File: config.mk
export PLATFORM = sky130hd
export DESIGN_NAME = rv_decode_stage
export DESIGN_NICKNAME = d
export VERILOG_FILES = /design/src/rtl/rv_decode_stage.sv
export SDC_FILE = /design/constraint.sdc
export NUM_CORES = 1
export LEC_CHECK = 0
export BUFFER_PORTS_ARGS = -buffer_cell sky130_fd_sc_hd__buf_2
export CORE_ASPECT_RATIO = 0.5
export CORE_MARGIN = 2
export CORE_UTILIZATION = 30
export DETAILED_ROUTE_END_ITERATION = 8
export PLACE_DENSITY = 0.51
export SYNTH_ARGS = -nofsm -noshare
export SYNTH_HDL_FRONTEND = slang
export SYNTH_SLANG_ARGS = --single-unit
File: constraint.sdc
create_clock -name clk -period 3.2 [get_ports clk]
set_clock_uncertainty 0.05 [all_clocks]
set_input_delay 0.16 -clock clk [delete_from_list [all_inputs] [get_ports clk]]
set_output_delay 0.16 -clock clk [all_outputs]
set_load 0.01 [all_outputs]
File: src/rtl/rv_decode_stage.sv
// RV32I (+ optional M) decode stage: combinational decode of the incoming word,
// captured into a two-entry skid buffer so the stage streams at one instruction per cycle.
module rv_decode_stage #(
  parameter int XLEN = 32,
  parameter bit EN_M = 1'b0
) (
  input  logic            clk,
  input  logic            rst_n,
  input  logic            flush,
  input  logic            in_valid,
  output logic            in_ready,
  input  logic [31:0]     in_instr,
  input  logic [XLEN-1:0] in_pc,
  output logic            out_valid,
  input  logic            out_ready,
  output logic [XLEN-1:0] out_pc,
  output logic [4:0]      out_rs1,
  output logic [4:0]      out_rs2,
  output logic [4:0]      out_rd,
  output logic            out_rs1_used,
  output logic            out_rs2_used,
  output logic            out_rd_we,
  output logic [2:0]      out_funct3,
  output logic [XLEN-1:0] out_imm,
  output logic [4:0]      out_alu_op,
  output logic [10:0]     out_class,
  output logic            out_illegal
);

  localparam logic [6:0] OPC_OP     = 7'b0110011;
  localparam logic [6:0] OPC_OPIMM  = 7'b0010011;
  localparam logic [6:0] OPC_LOAD   = 7'b0000011;
  localparam logic [6:0] OPC_STORE  = 7'b0100011;
  localparam logic [6:0] OPC_BRANCH = 7'b1100011;
  localparam logic [6:0] OPC_JAL    = 7'b1101111;
  localparam logic [6:0] OPC_JALR   = 7'b1100111;
  localparam logic [6:0] OPC_LUI    = 7'b0110111;
  localparam logic [6:0] OPC_AUIPC  = 7'b0010111;
  localparam logic [6:0] OPC_SYSTEM = 7'b1110011;

  localparam logic [4:0] ALU_ADD   = 5'd0;
  localparam logic [4:0] ALU_SUB   = 5'd1;
  localparam logic [4:0] ALU_SLL   = 5'd2;
  localparam logic [4:0] ALU_SLT   = 5'd3;
  localparam logic [4:0] ALU_SLTU  = 5'd4;
  localparam logic [4:0] ALU_XOR   = 5'd5;
  localparam logic [4:0] ALU_SRL   = 5'd6;
  localparam logic [4:0] ALU_SRA   = 5'd7;
  localparam logic [4:0] ALU_OR    = 5'd8;
  localparam logic [4:0] ALU_AND   = 5'd9;
  localparam logic [4:0] ALU_PASSB = 5'd10;
  localparam logic [4:0] ALU_MUL   = 5'd11;

  localparam int CLS_OP     = 0;
  localparam int CLS_OPIMM  = 1;
  localparam int CLS_LOAD   = 2;
  localparam int CLS_STORE  = 3;
  localparam int CLS_BRANCH = 4;
  localparam int CLS_JAL    = 5;
  localparam int CLS_JALR   = 6;
  localparam int CLS_LUI    = 7;
  localparam int CLS_AUIPC  = 8;
  localparam int CLS_SYSTEM = 9;
  localparam int CLS_MULDIV = 10;

  // Which classes read rs1 / read rs2 / write rd
  localparam logic [10:0] RS1_MASK = 11'h45F;
  localparam logic [10:0] RS2_MASK = 11'h419;
  localparam logic [10:0] RD_MASK  = 11'h5E7;

  typedef struct packed {
    logic [XLEN-1:0] pc;
    logic [4:0]      rs1;
    logic [4:0]      rs2;
    logic [4:0]      rd;
    logic            rs1Used;
    logic            rs2Used;
    logic            rdWe;
    logic [2:0]      funct3;
    logic [XLEN-1:0] imm;
    logic [4:0]      aluOp;
    logic [10:0]     cls;
    logic            illegal;
  } entry_t;

  function automatic logic [4:0] baseAluOp(input logic [2:0] f3, input logic alt);
    case (f3)
      3'b000:  baseAluOp = alt ? ALU_SUB : ALU_ADD;
      3'b001:  baseAluOp = ALU_SLL;
      3'b010:  baseAluOp = ALU_SLT;
      3'b011:  baseAluOp = ALU_SLTU;
      3'b100:  baseAluOp = ALU_XOR;
      3'b101:  baseAluOp = alt ? ALU_SRA : ALU_SRL;
      3'b110:  baseAluOp = ALU_OR;
      default: baseAluOp = ALU_AND;
    endcase
  endfunction

  logic [6:0]  opcode;
  logic [2:0]  funct3;
  logic [6:0]  funct7;
  logic [31:0] immI, immS, immB, immJ, immU;
  logic        shiftHiZero, shiftHiSra;
  logic [10:0] decClass;
  logic [4:0]  decAluOp;
  logic [31:0] decImm32;
  logic        decIllegal;
  logic        rdUsed;
  entry_t      decEntry;

  assign opcode = in_instr[6:0];
  assign funct3 = in_instr[14:12];
  assign funct7 = in_instr[31:25];
  assign immI   = {{20{in_instr[31]}}, in_instr[31:20]};
  assign immS   = {{20{in_instr[31]}}, in_instr[31:25], in_instr[11:7]};
  assign immB   = {{19{in_instr[31]}}, in_instr[31], in_instr[7], in_instr[30:25], in_instr[11:8], 1'b0};
  assign immJ   = {{11{in_instr[31]}}, in_instr[31], in_instr[19:12], in_instr[20], in_instr[30:21], 1'b0};
  assign immU   = {in_instr[31:12], 12'b0};

  // RV64 shift amounts are 6 bits, so the funct field above them shrinks to 6 bits
  assign shiftHiZero = (XLEN == 64) ? (in_instr[31:26] == 6'b000000) : (funct7 == 7'b0000000);
  assign shiftHiSra  = (XLEN == 64) ? (in_instr[31:26] == 6'b010000) : (funct7 == 7'b0100000);

  always_comb begin
    decClass   = '0;
    decAluOp   = ALU_ADD;
    decImm32   = '0;
    decIllegal = 1'b0;
    if (in_instr[1:0] != 2'b11) begin
      decIllegal = 1'b1;
    end else begin
      case (opcode)
        OPC_OP: begin
          if (funct7 == 7'b0000000) begin
            decClass[CLS_OP] = 1'b1;
            decAluOp = baseAluOp(funct3, 1'b0);
          end else if (funct7 == 7'b0100000 && (funct3 == 3'b000 || funct3 == 3'b101)) begin
            decClass[CLS_OP] = 1'b1;
            decAluOp = baseAluOp(funct3, 1'b1);
          end else if (funct7 == 7'b0000001 && EN_M) begin
            decClass[CLS_MULDIV] = 1'b1;
            decAluOp = ALU_MUL + {2'b00, funct3};
          end else begin
            decIllegal = 1'b1;
          end
        end
        OPC_OPIMM: begin
          decClass[CLS_OPIMM] = 1'b1;
          decImm32 = immI;
          decAluOp = baseAluOp(funct3, 1'b0);
          if (funct3 == 3'b001 && !shiftHiZero) decIllegal = 1'b1;
          if (funct3 == 3'b101) begin
            if (shiftHiSra) decAluOp = ALU_SRA;
            else if (!shiftHiZero) decIllegal = 1'b1;
          end
        end
        OPC_LOAD: begin
          decClass[CLS_LOAD] = 1'b1;
          decImm32 = immI;
          if (funct3 == 3'b011 || funct3 == 3'b110 || funct3 == 3'b111) decIllegal = 1'b1;
        end
        OPC_STORE: begin
          decClass[CLS_STORE] = 1'b1;
          decImm32 = immS;
          if (funct3 > 3'b010) decIllegal = 1'b1;
        end
        OPC_BRANCH: begin
          decClass[CLS_BRANCH] = 1'b1;
          decImm32 = immB;
          decAluOp = ALU_SUB;
          if (funct3 == 3'b010 || funct3 == 3'b011) decIllegal = 1'b1;
        end
        OPC_JAL: begin
          decClass[CLS_JAL] = 1'b1;
          decImm32 = immJ;
        end
        OPC_JALR: begin
          decClass[CLS_JALR] = 1'b1;
          decImm32 = immI;
          if (funct3 != 3'b000) decIllegal = 1'b1;
        end
        OPC_LUI: begin
          decClass[CLS_LUI] = 1'b1;
          decImm32 = immU;
          decAluOp = ALU_PASSB;
        end
        OPC_AUIPC: begin
          decClass[CLS_AUIPC] = 1'b1;
          decImm32 = immU;
        end
        OPC_SYSTEM: begin
          decClass[CLS_SYSTEM] = 1'b1;
          decImm32 = immI;
          if (in_instr != 32'h0000_0073 && in_instr != 32'h0010_0073) decIllegal = 1'b1;
        end
        default: decIllegal = 1'b1;
      endcase
    end
    // An illegal word carries no class, so all operand/writeback qualifiers fall to zero
    if (decIllegal) begin
      decClass = '0;
      decAluOp = ALU_ADD;
      decImm32 = '0;
    end
  end

  assign rdUsed = |(decClass & RD_MASK);

  always_comb begin
    decEntry         = '0;
    decEntry.pc      = in_pc;
    decEntry.rs1Used = |(decClass & RS1_MASK);
    decEntry.rs2Used = |(decClass & RS2_MASK);
    decEntry.rs1     = decEntry.rs1Used ? in_instr[19:15] : 5'd0;
    decEntry.rs2     = decEntry.rs2Used ? in_instr[24:20] : 5'd0;
    decEntry.rd      = rdUsed ? in_instr[11:7] : 5'd0;
    decEntry.rdWe    = rdUsed && (in_instr[11:7] != 5'd0);
    decEntry.funct3  = funct3;
    decEntry.imm     = XLEN'($signed(decImm32));
    decEntry.aluOp   = decAluOp;
    decEntry.cls     = decClass;
    decEntry.illegal = decIllegal;
  end

  entry_t main_q, main_d, skid_q, skid_d;
  logic   mainVld_q, mainVld_d, skidVld_q, skidVld_d;
  logic   accept, consume;

  assign in_ready = !skidVld_q;
  assign accept   = in_valid && in_ready;
  assign consume  = mainVld_q && out_ready;

  // Skid only fills while main is stalled, and drains into main before new input does
  always_comb begin
    main_d    = main_q;
    skid_d    = skid_q;
    mainVld_d = mainVld_q;
    skidVld_d = skidVld_q;
    if (flush) begin
      mainVld_d = 1'b0;
      skidVld_d = 1'b0;
    end else if (!mainVld_q || consume) begin
      if (skidVld_q) begin
        main_d    = skid_q;
        mainVld_d = 1'b1;
        skidVld_d = 1'b0;
      end else if (accept) begin
        main_d    = decEntry;
        mainVld_d = 1'b1;
      end else begin
        mainVld_d = 1'b0;
      end
    end else if (accept) begin
      skid_d    = decEntry;
      skidVld_d = 1'b1;
    end
  end

  always_ff @(posedge clk or negedge rst_n) begin
    if (!rst_n) begin
      main_q    <= '0;
      skid_q    <= '0;
      mainVld_q <= 1'b0;
      skidVld_q <= 1'b0;
    end else begin
      main_q    <= main_d;
      skid_q    <= skid_d;
      mainVld_q <= mainVld_d;
      skidVld_q <= skidVld_d;
    end
  end

  assign out_valid    = mainVld_q;
  assign out_pc       = main_q.pc;
  assign out_rs1      = main_q.rs1;
  assign out_rs2      = main_q.rs2;
  assign out_rd       = main_q.rd;
  assign out_rs1_used = main_q.rs1Used;
  assign out_rs2_used = main_q.rs2Used;
  assign out_rd_we    = main_q.rdWe;
  assign out_funct3   = main_q.funct3;
  assign out_imm      = main_q.imm;
  assign out_alu_op   = main_q.aluOp;
  assign out_class    = main_q.cls;
  assign out_illegal  = main_q.illegal;

endmodule
==> results.json, run 1 <==
{
  "finish.instance_area_mm2": 0.0120,
  "portBuffers": 170,
  "worstSetupStartpointType": "input pin",
  "worst_pin_slew_ns": 0.979,
  "maxCapViolCount": 0,
  "criticalPathCategory": "in -> reg",
  "status": "finished, final reports clean",
  "cp-endpoint": "skid_q[25]",
  "synth_edf_count": 0,
  "routabilityCongestion": 0.865,
  "rsz0062_at_grt": "no",
  "finalWirelength_um": 29000,
  "power_density_mw_per_mm2": 543,
  "r2r_cells": 5,
  "dr.first_iter.drc_count": 709,
  "cts_tree": "built",
  "slew_headroom_pct": 34.7,
  "min_period_over_period_pct": 86.0,
  "grtUsageTotal_pct": 17.7,
  "htreeDepth": 1,
  "netlist_area_mm2": 0.00933,
  "post-dp-hpwl_um": 19100,
  "period_minus_slack_ns": 2.75,
  "power.share.clock_pct": 42.3,
  "p_switching_w": 0.00172,
  "grt_pass1_vias": 7888,
  "first_pass_iters": 5,
  "p_sw_share_pct": 26.4,
  "crit_arrival_ns": 3.16,
  "num_vias": 8154,
  "rows": 45,
  "drv_slew": 0,
  "clk_pin_slew_ns": 0.06,
  "die_h_um": 129,
  "seqPwrFrac_pct": 44.8,
  "final_net_count": 1291,
  "synth_top_cell_area_share_pct": 54.2,
  "setup_viol": 0,
  "rrSetupSlack_ns": 1.00,
  "layout-drive-gt1-share_pct": 22.3,
  "crit_fanout": 8,
  "setup_tns_ns": 0,
  "utilization_pct": 39.4,
  "num_io_pins": 173,
  "power_frac_comb_pct": 12.9,
  "cts_root_buf": "clkbuf_16",
  "clk_latency_ns": 0.51,
  "viasPerCell": 4.91,
  "syn_area_per_cell_um2": 9.15,
  "finalHoldViolCount": 0,
  "cp-startpoint": "in_instr[25]",
  "fmax_mhz": 363,
  "synthTopCellsByCount": "nand2_1, dfrtp_1, o21ai_0",
  "synth_cell_types": 58,
  "yosys_warnings": 0,
  "peakVddDrop_v": 0.000317,
  "clock_sinks": 202,
  "dieArea_mm2": 0.0326,
  "worstReg2RegEnd": "skid_q[20]",
  "clockBufferDepth": 3,
  "yosysSeqAreaShare_pct": 54.2,
  "post_drt_wl_per_cell_um": 17.4,
  "async_reset_ff_share_pct": 100,
  "ys.flop_type": "dfrtp_1",
  "synth.most_common_cell": "nand2_1",
  "ant_nets": 0,
  "antenna_found_initial": 1,
  "p_leak_nw": 5.68,
  "grt.overflow.total": 0,
  "drcViolationCount": 0,
  "yosysTopAreaCell": "dfrtp_1",
  "power.total_w": 0.00652,
  "syn_inst": 1020,
  "cts_buffers": 22,
  "antennaDiodeCount": 0,
  "intPower_w": 0.00480,
  "hold_path.class": "in -> reg",
  "whs_ns": 0.0522,
  "start_util_pct": 30.6,
  "r2r_start": "skidVld_q",
  "end_kind": "flip-flop",
  "grt_max_degree": 81,
  "area_growth_pct": 28.8,
  "dpl_cell_area_mm2": 0.0106,
  "synth-seq-cells": 202,
  "netlist_top_cells_area": "dfrtp_1, nand2_1, o21ai_0",
  "die_w_um": 253,
  "design.core.area_mm2": 0.0305,
  "grt_pass1_wl_um": 45600,
  "required_ns": 3.61,
  "cts_setup_buffers": 0
}
==> worst min path at each step <==
stage	startpoint	to	slack, ns	depth (start not counted)
5_1_grt	in_instr[6]	out_class[4]	0.05	3
3_3_place_gp	rst_n	skid_q[38]	0.18	1
6_report	in_instr[6]	skid_q[5]	0.05	3
3_5_place_dp	rst_n	skid_q[38]	0.19	1
4_1_cts	in_instr[6]	skid_q[5]	0.04	3
2_1_floorplan	rst_n	out_alu_op[0]	-0.19	0
==> power by group through the flow <==
stage	sequential, W	combinational [W]	clock, W
after global routing	0.00295	0.000942	0.00296
after floorplan	0.00301	0.000346	0
after detailed placement	0.00297	0.000786	0
final	0.00292	0.000839	0.00276
after global placement	0.00296	0.000775	0
after CTS	0.00293	0.000847	0.00284
==> routing by layer <==
layer	GRT usage [%]	vias up	part of all wire, %
met5	0	-	0.035
met1	23.5	3989	45
met3	3.50	57	4.4
met4	5.08	2	2.7
met2	29.5	188	48
li1	-	3918	-
==> final cells by class <==
type                       instances  area [µm²]
sequential                       202        5060
clock buffer                      29         648
multi-input combinational        734        3920
clock inverter                    11         139
inverter                           3        11.3
tap                              423         529
fill                            3026       18400
timing repair buffer             259        1710
==> registers in the layout, summed over array words and instances, names as in the netlist <==
| register | cells |
|---|---|
| out_rd_we | 1 |
| skidVld_q | 1 |
| out_pc | 32 |
| out_rd | 5 |
| out_valid | 1 |
| skid_q | 100 |
| out_alu_op | 4 |
| out_rs1_used | 1 |
| out_rs1 | 5 |
| out_rs2 | 5 |
| out_class | 10 |
| out_illegal | 1 |
| out_imm | 32 |
| out_rs2_used | 1 |
| out_funct3 | 3 |
==> through the flow <==
stage / setup slack [ns] / cells
floorplan: 0.927 / 1021
global placement: 0.591 / 1559
detailed placement: 0.534 / 1559
CTS: 0.495 / 1661
global route: 0.347 / 1661
finish: 0.448 / 1661
==> placed cells by master, fill, tap and decap left out, types with 3 or more instances in the layout <==
| master | netlist | final |
|---|---|---|
| a211o_1 | 4 | 4 |
| a211oi_1 | 3 | 3 |
| a21boi_0 | 3 | 3 |
| a21o_1 | 4 | 4 |
| a21oi_1 | 87 | 87 |
| a22oi_1 | 4 | 4 |
| a31o_2 | 6 | 6 |
| and2_1 | 10 | 8 |
| and3_1 | 30 | 30 |
| buf_2 | 3 | 169 |
| buf_4 | 2 | 25 |
| bufinv_16 | 0 | 3 |
| clkbuf_16 | 0 | 23 |
| clkbuf_8 | 0 | 6 |
| clkinv_2 | 0 | 5 |
| dfrtp_1 | 202 | 201 |
| dlygate4sd3_1 | 0 | 62 |
| inv_1 | 3 | 3 |
| mux2i_1 | 37 | 37 |
| nand2_1 | 253 | 251 |
| nand2b_1 | 6 | 6 |
| nand3_1 | 20 | 20 |
| nand3b_1 | 3 | 3 |
| nor2_1 | 48 | 48 |
| nor2b_1 | 8 | 8 |
| nor3_1 | 5 | 5 |
| o211ai_1 | 3 | 3 |
| o21ai_0 | 100 | 100 |
| o21ai_1 | 5 | 5 |
| o21ai_2 | 20 | 20 |
| o22ai_1 | 25 | 25 |
| o31ai_1 | 7 | 7 |
| o41ai_1 | 3 | 3 |
| or3_1 | 6 | 6 |
| or4_1 | 7 | 7 |
==> critical path, stage by stage <==
cell and delay, ns:
dlygate4sd3_1 0.53, buf_2 0.14, or4_1 0.71, o41ai_2 0.35
and3_1 0.21, o221ai_2 0.11, buf_4 0.21, nor2b_1 0.50
a31o_2 0.24
==> timing repair <==
item / CTS / global route
resized for setup: 0 / 0
endpoints found under the hold margin: 195 / 0
hold buffers: 62 / 0
==> kinds of logic (layout without fill, tap and decap cells) <==
logic type	after synthesis	after routing	share of synthesized area [%]
flops	202	202	54.2
compound gates	285	285	18.2
other cells	1	2	0.0402
xor+xnor	1	1	0.0939
buf+inv	85	302	4.05
simple gates	409	409	19.4
mux	37	37	3.97
Note: power is estimated with default switching activity, not from simulation.
==> run 2: changes to the inputs <==
Settings changed: PLACE_DENSITY 0.51 to 0.53.
Clock period 3.2 ns to 2.5 ns, I/O delays scaled along.
==> run 2 against run 1 <==
Clock power grew 21%. Sequential power grew 28%. Cell count grew 1.6%. Flip-flop and latch count is the same. Utilization grew 0.98 points. Largest cell class unchanged.
==> results.json, run 2 (synthesis results as in run 1) <==
{
  "grtUsageTotal_pct": 17.9,
  "viasPerCell": 4.95,
  "dpl_cell_area_mm2": 0.0109,
  "cts_buffers": 22,
  "power_density_mw_per_mm2": 666,
  "antennaDiodeCount": 0,
  "crit_chain": "dlygate4sd3_1, buf_2, or4_1, nor4_4, buf_4, and4_4, o221ai_4, or3_4, buf_12, o21ai_2",
  "post-dp-hpwl_um": 19300,
  "post_drt_wl_per_cell_um": 17.4,
  "antenna_found_initial": 0,
  "crit_cells": 10,
  "dr.first_iter.drc_count": 598,
  "grt_pass1_vias": 8229,
  "setup_viol": 0,
  "period_minus_slack_ns": 2.43,
  "routabilityCongestion": 0.854,
  "fillCellCount": 3058,
  "drv_slew": 0,
  "area_growth_pct": 32.0,
  "dieArea_mm2": 0.0326,
  "htreeDepth": 1,
  "peakVddDrop_v": 0.000305,
  "design.core.area_mm2": 0.0305,
  "num_io_pins": 173,
  "crit_arrival_ns": 2.83,
  "final_cell_mix": "nand2_1, dfrtp_1, buf_2, o21ai_0, a21oi_1",
  "status": "finished, final reports clean",
  "layout-drive-gt1-share_pct": 24.2,
  "clockBufferDepth": 3,
  "portBuffers": 170,
  "cp-startpoint": "in_instr[12]",
  "utilization_pct": 40.4,
  "power.total_w": 0.00820,
  "cts_root_buf": "clkbuf_16",
  "grt.overflow.total": 0,
  "grt_max_degree": 89,
  "multiInputGateArea_mm2": 0.00397,
  "drcViolationCount": 0,
  "clock_sinks": 202,
  "rrSetupSlack_ns": 0.42,
  "final_common_cell": "nand2_1",
  "whs_path_depth": 4,
  "ant_nets": 0,
  "num_vias": 8355,
  "hold_path.class": "in -> reg",
  "min_from": "in_instr[3]",
  "whs_ns": 0.0952,
  "r2r_cells": 5,
  "cp_top_family": "simple AND/OR/NAND/NOR gates",
  "regMostFlops": "skid_q",
  "clk_pin_slew_ns": 0.06,
  "maxCapViolCount": 0,
  "die_h_um": 129,
  "grt_pass1_wl_um": 46100,
  "finalHoldViolCount": 0,
  "rsz0062_at_grt": "yes",
  "cpPeakStageDelay_ns": 0.58,
  "worst_pin_slew_ns": 0.689,
  "rows": 45,
  "r2r_start": "skidVld_q",
  "start_util_pct": 30.6,
  "p_leak_nw": 5.83,
  "path_buf_inv": 4,
  "required_ns": 2.89,
  "die_w_um": 253,
  "clk_latency_ns": 0.52,
  "finish.instance_area_mm2": 0.0123,
  "worstSetupStartpointType": "input pin",
  "first_pass_iters": 5,
  "largest_reg_flops": 100,
  "slew_headroom_pct": 54.1,
  "fmax_mhz": 411,
  "cts_tree": "built",
  "crit_slowest_cell": "or4_1",
  "criticalPathCategory": "in -> reg",
  "seqCellArea_mm2": 0.00506,
  "finalWirelength_um": 29400,
  "crit_fanout": 26,
  "end_kind": "flip-flop",
  "final_net_count": 1318,
  "setup_tns_ns": 0,
  "min_period_over_period_pct": 97.3
}
==> run 2: cell types whose count changed in the layout (fill, tap and decap cells not counted), sizes merged <==
| cell | change |
|---|---|
| clkinv | -2 |
| clkinvlp | +1 |
| buf | +24 |
| clkbuf | +2 |
| bufinv | -2 |
| dlygate4sd3 | +3 |
==> run 2: repair_timing <==
action,CTS,global route
buffers inserted,0,1
endpoints found under the hold margin,211,0
setup endpoints to repair,0,43
resized for setup,0,18
hold buffers,65,0
==> run 2: worst paths after layout <==
path / to
max: skid_q[40]
min: skid_q[6]
max reg2reg: skid_q[86]
min reg2reg: skid_q[80]
max in group asynchronous: skid_q[3]
min in group asynchronous: out_imm[23]
==> run 2: final cells by class <==
type	instances	area share, %
Inverter	3	0.0915
Multi-Input combinational cell	734	32.2
Clock buffer	31	5.41
Timing Repair Buffer	286	16.3
Tap cell	423	4.30
Clock inverter	8	0.589
Sequential cell	202	41.1
==> run 2: power breakdown <==
| part | leakage, nW | internal (W) | switching, W |
|---|---|---|---|
| clock network | 0.359 | 0.00196 | 0.00138 |
| registers | 2.66 | 0.00357 | 0.000173 |
| logic | 2.81 | 0.000467 | 0.000657 |
| total | 5.83 | 0.00600 | 0.00221 |
==> run 2: tightest hold or removal path: stages <==
cell,delay [ns]
buf_2,0.14
and3_1,0.22
nand2_1,0.09
nand2_1,0.04
==> run 2: layer usage <==
layer	wire, µm	track usage (%)	up-vias
li1	-	-	3976
met3	1040	2.81	52
met5	0	0	-
met1	12900	23.6	4138
met2	14500	30.1	189
met4	897	6.13	0
==> run 2: stage by stage <==
step	setup slack, ns	std cells
5_1_grt	0.0126	1687
3_3_place_gp	0.00898	1583
3_5_place_dp	-0.0657	1583
4_1_cts	0.0121	1687
2_1_floorplan	0.262	1021
6_report	0.0664	1687
==> run 3: changes to the inputs <==
Settings changed: CORE_ASPECT_RATIO 0.5 to 1.4.
==> run 3 against run 2 <==
Wire length rose by 2.4%. Total power decreased by 0.41%. Combinational power about the same. Critical path depth unchanged. Sequential power is essentially flat. Global-route usage is 0.28 points higher. Sequential share of layout area grew 0.41 points. Register-to-register slack barely moved. Worst setup slack gained 0.017 ns. Flip-flop and latch count unchanged. Highest routed layer unchanged.
==> results.json, run 3 (synthesis results as in run 1) <==
{
  "status": "finished, final reports clean",
  "post-dp-hpwl_um": 20500,
  "num_io_pins": 173,
  "final_cells": 1651,
  "cts_tree": "built",
  "finalHoldViolCount": 0,
  "p_switching_w": 0.00219,
  "p_sw_share_pct": 26.8,
  "rows": 76,
  "crit_slowest_cell": "or4_1",
  "grtUsageTotal_pct": 18.2,
  "clk_pin_slew_ns": 0.07,
  "finalWorstSetupSlack_ns": 0.0832,
  "place_ws_ns": -0.0488,
  "grt_max_degree": 63,
  "start_util_pct": 30.4,
  "power_density_mw_per_mm2": 670,
  "die_h_um": 213,
  "ant_nets": 0,
  "clk_latency_ns": 0.52,
  "fmax_mhz": 414,
  "grt_pass1_wl_um": 46900,
  "grt.overflow.total": 0,
  "min_period_over_period_pct": 96.7,
  "die_w_um": 153,
  "largest_reg_flops": 100,
  "antenna_found_initial": 0,
  "period_minus_slack_ns": 2.42,
  "fillCellCount": 3136,
  "power_frac_comb_pct": 13.7,
  "final_common_cell": "nand2_1",
  "cts_buffers": 22,
  "p_leak_nw": 5.81,
  "final_net_count": 1314,
  "seqPwrFrac_pct": 45.7,
  "num_vias": 8145,
  "dieArea_mm2": 0.0325,
  "design.core.area_mm2": 0.0307,
  "worst_pin_slew_ns": 0.577,
  "clock_sinks": 202,
  "portBuffers": 170,
  "antennaDiodeCount": 0,
  "dp.cells": 1549,
  "utilization_pct": 39.7,
  "regMostFlops": "skid_q",
  "clockBufferDepth": 3,
  "cp_top_family": "simple AND/OR/NAND/NOR gates",
  "crit_fanout": 31,
  "intPower_w": 0.00598,
  "rsz0062_at_grt": "no",
  "required_ns": 2.89,
  "power.share.clock_pct": 40.6,
  "maxCapViolCount": 0,
  "hold_path.class": "in -> reg",
  "end_kind": "flip-flop",
  "viasPerCell": 4.93,
  "path_buf_inv": 4,
  "final_cell_mix": "nand2_1, dfrtp_1, buf_2, o21ai_0, a21oi_1",
  "setup_viol": 0,
  "power.total_w": 0.00817,
  "slew_headroom_pct": 61.5,
  "dr.first_iter.drc_count": 431,
  "peakVddDrop_v": 0.000340,
  "routabilityCongestion": 0.847,
  "htreeDepth": 1,
  "crit_arrival_ns": 2.81,
  "post_drt_wl_per_cell_um": 18.2,
  "worstSetupStartpointType": "input pin",
  "drcViolationCount": 0,
  "criticalPathCategory": "in -> reg",
  "crit_chain": "dlygate4sd3_1, buf_2, or4_1, nor4_1, and4_1, o221ai_2, buf_4, or2_1, buf_12, o22ai_1",
  "grt_pass1_vias": 8061,
  "area_growth_pct": 30.7,
  "drv_slew": 0,
  "first_pass_iters": 4,
  "cts_root_buf": "clkbuf_16",
  "layout-drive-gt1-share_pct": 23.5,
  "dpl_cell_area_mm2": 0.0108,
  "finish.instance_area_mm2": 0.0122,
  "cpPeakStageDelay_ns": 0.54,
  "finalWirelength_um": 30100
}
## run 3: changes by cell type in the layout (fill, tap and decap cells not counted), sizes merged
cell and delta:
buf -1, clkbuf +2, clkinvlp -3, dlygate4sd3 -3, inv +2
## run 3: worst paths after layout
| kind | slack [ns] | to | start | cells after the start |
|---|---|---|---|---|
| max in group asynchronous | 1.43 | out_imm[10] | rst_n | 3 |
| worst min-delay path | 0.02 | skid_q[49] | in_instr[12] | 4 |
| worst min register to register | 0.42 | skid_q[0] | skid_q[0] | 2 |
| min in group asynchronous | 0.13 | out_pc[20] | rst_n | 2 |
| worst max-delay path | 0.08 | out_imm[1] | in_instr[21] | 10 |
| worst max register to register | 0.42 | skid_q[19] | out_valid | 6 |
## run 3: cell type report
type                       count  area [µm²]  share of cell area (%)
clock buffer                  33         663                    5.44
tap                          390         488                    4.00
inverter                       3        11.3                  0.0924
timing repair buffer         282        1980                    16.2
clock inverter                 7        67.6                   0.554
sequential                   202        5060                    41.5
multi-input combinational    734        3920                    32.2
## run 3: layer usage
layer | global-route usage (%) | wire [µm]
met2 | 31.8 | 15400
met3 | 2.21 | 1190
met1 | 22.6 | 12300
met4 | 7.69 | 1210
met5 | 0 | 0
## run 3: power by group through the flow
stage / combinational, W / sequential (W) / clock [W]
floorplan: 0.000444 / 0.00385 / 0
CTS: 0.00114 / 0.00374 / 0.00341
detailed placement: 0.00106 / 0.00380 / 0
global route: 0.00125 / 0.00377 / 0.00353
global placement: 0.00104 / 0.00379 / 0
finish: 0.00112 / 0.00374 / 0.00332
## run 3: through the flow
step / TNS [ns] / hold WS [ns]
finish: 0 / 0.0223
global route: 0 / 0.0257
CTS: 0 / 0.00170
detailed placement: -0.313 / 0.125
global placement: 0 / 0.125
floorplan: 0 / -0.221
## run 3: worst register-to-register path, stage by stage, from the launching register on
cell      delay, ns
dfrtp_1        0.35
nand2b_1       0.16
nor3_1         0.38
nand2_4        0.21
or3_1          0.46
buf_12         0.19
o21ai_0        0.20
## run 3: repair_timing
action                                 4_1_cts  5_1_grt
endpoints found under the hold margin      194        0
hold buffers                                62        0
setup endpoints to repair                    0       45
setup buffers                                0        0
gates resized for setup                      0        3
